--- src/rtl/dataflow_fork_if.sv ---
// Valid/ready bundle for the eager fork:
// one producer stream in, NUM_OUT consumer streams out.
interface dataflow_fork_if #(
  parameter int WIDTH   = 32,
  parameter int NUM_OUT = 2
);
  logic                     in_valid;
  logic                     in_ready;
  logic [WIDTH-1:0]         in_data;
  logic [NUM_OUT-1:0]       out_valid;
  logic [NUM_OUT-1:0]       out_ready;
  logic [NUM_OUT*WIDTH-1:0] out_data;

  // Environment side: drives the producer, sinks the branches
  modport master (
    output in_valid, in_data, out_ready,
    input  in_ready, out_valid, out_data
  );

  // Fork side
  modport slave (
    input  in_valid, in_data, out_ready,
    output in_ready, out_valid, out_data
  );
endinterface

--- src/rtl/dataflow_fork.sv ---
// Registered eager fork: one held token, copied to
// NUM_OUT branches, retired when every branch took it.
module dataflow_fork #(
  parameter int WIDTH   = 32,
  parameter int NUM_OUT = 2
) (
  input logic         clk,
  input logic         rst,
  dataflow_fork_if.slave bus
);

  if (NUM_OUT < 1) begin : g_bad_num_out
    $error("dataflow_fork: NUM_OUT must be >= 1");
  end

  logic               full_q, full_d;
  logic [WIDTH-1:0]   data_q, data_d;
  logic [NUM_OUT-1:0] sent_q, sent_d;

  logic [NUM_OUT-1:0] fire_out;
  logic               all_done;
  logic               fire_in;

  assign bus.out_valid = {NUM_OUT{full_q}} & ~sent_q;
  assign bus.out_data  = {NUM_OUT{data_q}};

  assign fire_out = bus.out_valid & bus.out_ready;
  assign all_done = full_q & (&(sent_q | fire_out));

  // Refill in the same cycle the last branch drains
  assign bus.in_ready = ~full_q | all_done;
  assign fire_in      = bus.in_valid & bus.in_ready;

  // Next-state: retire/refill, first fill, or collect copies
  always_comb begin
    full_d = full_q;
    data_d = data_q;
    sent_d = sent_q;
    unique case (1'b1)
      all_done: begin
        full_d = fire_in;
        sent_d = '0;
        if (fire_in) data_d = bus.in_data;
      end
      !full_q: begin
        if (fire_in) begin
          full_d = 1'b1;
          data_d = bus.in_data;
          sent_d = '0;
        end
      end
      default: begin
        sent_d = sent_q | fire_out;
      end
    endcase
  end

  // State registers with synchronous reset
  always_ff @(posedge clk) begin
    if (rst) begin
      full_q <= 1'b0;
      data_q <= '0;
      sent_q <= '0;
    end else begin
      full_q <= full_d;
      data_q <= data_d;
      sent_q <= sent_d;
    end
  end

endmodule

--- src/flat_wrapper.sv ---
// flat-port wrapper written by rule: the top's interface ports become plain ports
module dataflow_fork_flat 
#(
  parameter int WIDTH   = 32,
  parameter int NUM_OUT = 2
)
  (clk, rst, bus_in_valid, bus_in_data, bus_out_ready, bus_in_ready, bus_out_valid, bus_out_data);
  dataflow_fork_if #(.WIDTH(WIDTH), .NUM_OUT(NUM_OUT)) bus_i ();
  input logic clk;
  input logic rst;
  input wire logic [$bits(bus_i.in_valid)-1:0] bus_in_valid;
  input wire logic [$bits(bus_i.in_data)-1:0] bus_in_data;
  input wire logic [$bits(bus_i.out_ready)-1:0] bus_out_ready;
  output wire logic [$bits(bus_i.in_ready)-1:0] bus_in_ready;
  output wire logic [$bits(bus_i.out_valid)-1:0] bus_out_valid;
  output wire logic [$bits(bus_i.out_data)-1:0] bus_out_data;
  assign bus_i.in_valid = bus_in_valid;
  assign bus_i.in_data = bus_in_data;
  assign bus_i.out_ready = bus_out_ready;
  assign bus_in_ready = bus_i.in_ready;
  assign bus_out_valid = bus_i.out_valid;
  assign bus_out_data = bus_i.out_data;
  dataflow_fork #(.WIDTH(WIDTH), .NUM_OUT(NUM_OUT)) u_core (.clk(clk), .rst(rst), .bus(bus_i));
endmodule
--- config.mk ---
export PLATFORM = sky130hd
export DESIGN_NAME = dataflow_fork_flat
export DESIGN_NICKNAME = d
export VERILOG_FILES = /design/src/rtl/dataflow_fork_if.sv /design/src/rtl/dataflow_fork.sv /design/src/flat_wrapper.sv
export SDC_FILE = /design/constraint.sdc
export NUM_CORES = 1
export LEC_CHECK = 0
export BUFFER_PORTS_ARGS = -buffer_cell sky130_fd_sc_hd__buf_2
export CAP_MARGIN = 20
export CORE_MARGIN = 5
export CORE_UTILIZATION = 40
export CTS_CLUSTER_DIAMETER = 50
export CTS_CLUSTER_SIZE = 24
export DETAILED_ROUTE_END_ITERATION = 10
export PLACE_DENSITY = 0.7
export SLEW_MARGIN = 25
export SYNTH_ARGS = -nofsm -noshare
export SYNTH_HDL_FRONTEND = slang
export SYNTH_SLANG_ARGS = --single-unit
--- constraint.sdc ---
create_clock -name clk -period 2.9 [get_ports clk]
set_input_delay 0.58 -clock clk [delete_from_list [all_inputs] [get_ports clk]]
set_output_delay 0.58 -clock clk [all_outputs]
set_load 0.02 [all_outputs]
==> results.yml <==
power_and_ir_drop:
  vdd_drop_max_uv: 301.9
  cellPowerDensity_nw_per_um2: 505.7
  p_leak_nw: 1.105
drt:
  vias: 2284
  drt_iter0_drc: 168
  drc: 0
  avgViaCountPerCell: 5.710
  routed_wl_mm: 6.128
  postRouteAntennaNets: 0
  drt_first_pass_iters: 4
  wl_per_cell_um: 15.32
cells_and_area:
  syn2layout_area_growth_pct: 14.68
  fin_nets: 363
  drive_above_1_share_pct: 37.31
  ff_latch_area_um2: 700.7
  final_cells: 400
  multi_input_area_um2: 1212
  nFillCells: 573
status:
  outcome: "completed"
timing:
  final-setup-viol-count: 0
  tightestPinTransition_ns: 0.8225
  drv_slew: 0
  max_slew_margin_pct: 45.16
  hold_violations: 0
  rsz0062_at_grt: "no"
  fmax_mhz: 493.5
  fin_skew_ns: 0.003328
  finalCritPeriodShare_pct: 69.88
  post-route-min-period_ns: 2.027
  timing.hold.ws_ns: 0.5473
  fin_tns_setup_ns: 0
die:
  core_area_um2: 5608
  start_util_pct: 41.66
  boundaryPins: 104
  die-width_um: 86.42
  fp-row-count: 27
  die_h_um: 86.42
  dieArea_um2: 7468
logic_synthesis:
  synth_cell_types: 20
  synth_seq_cells: 35
  ys_seq_area_share_pct: 29.99
  ys_warn_count: 0
  synth.cell_area_um2: 2336
  syn_area_per_cell_um2: 8.403
  synth_nets: 315
  synthCells: 278
cts:
  cts_tree: "done"
  cts-root-buf: "clkbuf_8"
  cts_hold_buffers: 0
  numCtsBuffers: 5
  cts_resized: 0
  clk_pin_slew_ns: 0.07
  cts.path.max_buffers: 2
  clock-sinks: 35
  cts_setup_buffers: 0
  clkLatencyLatePin_ns: 0.28
  htree_num_levels: 2
worst_setup_path:
  critPathMaxFanout: 27
  path_class: "input port to output port"
  startpoint_type: "input port"
  worstSetupEndpointType: "output port"
  timing.critical_path.cells: "buf_2, o22ai_4, buf_4, nand2_1, buf_2"
  critPathMostFrequentCell: "buf_2"
  cp_top_family: "buffers and inverters"
  critical_path_buf_inv_count: 3
  crit_required_ns: 2.32
  crit_slowest_cell: "buf_4"
  critical_path_arrival_ns: 1.45
  critPathMaxStageDelay_ns: 0.30
placed_design:
  io_buffers: 103
  hpwl_mm: 3.920
  placed_cells: 391
  place_congestion: 0.7022
worst_hold_path:
  hold_class: "register to register"
global_route:
  grt_max_degree: 100
  grt_antenna_before_repair: 1
  track_usage_pct: 16.10
  grt_pass1_wl_mm: 10.03
  grt_overflow: 0
  grt_pass1_vias: 2100
flow_run:
  maxCapViolations: 0
worst reg2reg max path: stages (launching register included):
cell     delay (ns)
dfxtp_1        0.45
inv_6          0.16
or4_4          0.56
a21oi_2        0.12
sequential cells by signal, indices dropped and copies added, names as in the netlist:
register	cells
u_core.data_q	32
u_core.sent_q	2
u_core.full_q	1
layer usage:
| metal | vias to the layer above | routed length, µm | GRT usage, % |
|---|---|---|---|
| li1 | 1138 | - | - |
| met1 | 1069 | 2694 | 21.30 |
| met2 | 70 | 2909 | 25.73 |
| met3 | 7 | 472 | 4.087 |
| met4 | 0 | 52 | 4.816 |
| met5 | - | 0 | 0 |
worst paths after layout:
check	from	endpoint	slack [ns]	cells after the start
worst max-delay path	bus_out_ready[1]	bus_in_ready	0.87	5
worst min-delay path	u_core.data_q[2]	u_core.data_q[2]	0.55	2
worst max register to register	u_core.full_q	u_core.sent_q[1]	1.54	3
worst min register to register	u_core.data_q[2]	u_core.data_q[2]	0.55	2
placed cells by master (no fill, tap or decap):
cell type  synthesis  layout
a21oi_1            2       2
a21oi_2            1       1
a31oi_1           32      32
buf_2             20     103
buf_4             33       6
clkbuf_1          12       1
clkbuf_8           0       7
dfxtp_1           35      35
diode_2            0       1
inv_2              1       1
inv_6              1       1
nand2_1           33      33
nand3_1            2       2
nand4b_1          32      32
nor2_1             3       3
nor2b_2            0       1
nor3b_1           32      32
o211ai_1           1       1
o22ai_4            0       1
o311ai_1          32      32
or4_4              1       1
cells by family after synthesis:
family	share of synthesized area [%]
AND/OR/NAND/NOR	29.24
buffers and inverters	18.80
AO/OA/AOI/OAI	21.96
flip-flops	29.99
cells in the mapped netlist (all sizes together):
library cell / instances / area (µm²)
nand4b: 32 / 280.3
nor2: 3 / 11.26
nor3b: 32 / 240.2
nand3: 2 / 10.01
nand2: 33 / 123.9
a21oi: 3 / 18.77
o211ai: 1 / 7.510
clkbuf: 12 / 45.04
or4: 1 / 11.26
inv: 2 / 12.51
a31oi: 32 / 200.2
o22ai: 1 / 6.260
o311ai: 32 / 280.3
buf: 56 / 381.6
dfxtp: 35 / 700.7
nor2b: 1 / 6.260
power by group:
| part | switching (mW) | leakage (nW) | internal [mW] | total [mW] |
|---|---|---|---|---|
| clock | 0.174 | 0.0515 | 0.217 | 0.391 |
| sequential | 0.0394 | 0.289 | 0.525 | 0.564 |
| combinational | 0.256 | 0.765 | 0.143 | 0.399 |
final cells by class:
| class | count | area share, % |
|---|---|---|
| multi-input combinational | 173 | 45.26 |
| inverter | 2 | 0.4671 |
| clock buffer | 8 | 3.737 |
| antenna | 1 | 0.09341 |
| tap | 72 | 3.363 |
| timing repair buffer | 109 | 20.92 |
| sequential | 35 | 26.16 |
through the flow:
step | setup slack [ns] | total power, mW | instance area (µm²) | utilization (%)
floorplan | 1.123 | 0.8951 | 2336 | -
finish | 0.8735 | 1.355 | 2679 | 47.77
global route | 0.8078 | 1.435 | 2679 | 47.77
global placement | 0.9042 | 0.9721 | 2576 | 45.94
detailed placement | 0.8781 | 0.9779 | 2576 | 45.94
CTS | 0.8698 | 1.374 | 2676 | 47.72
No activity file was read; power rests on OpenSTA's default activity.
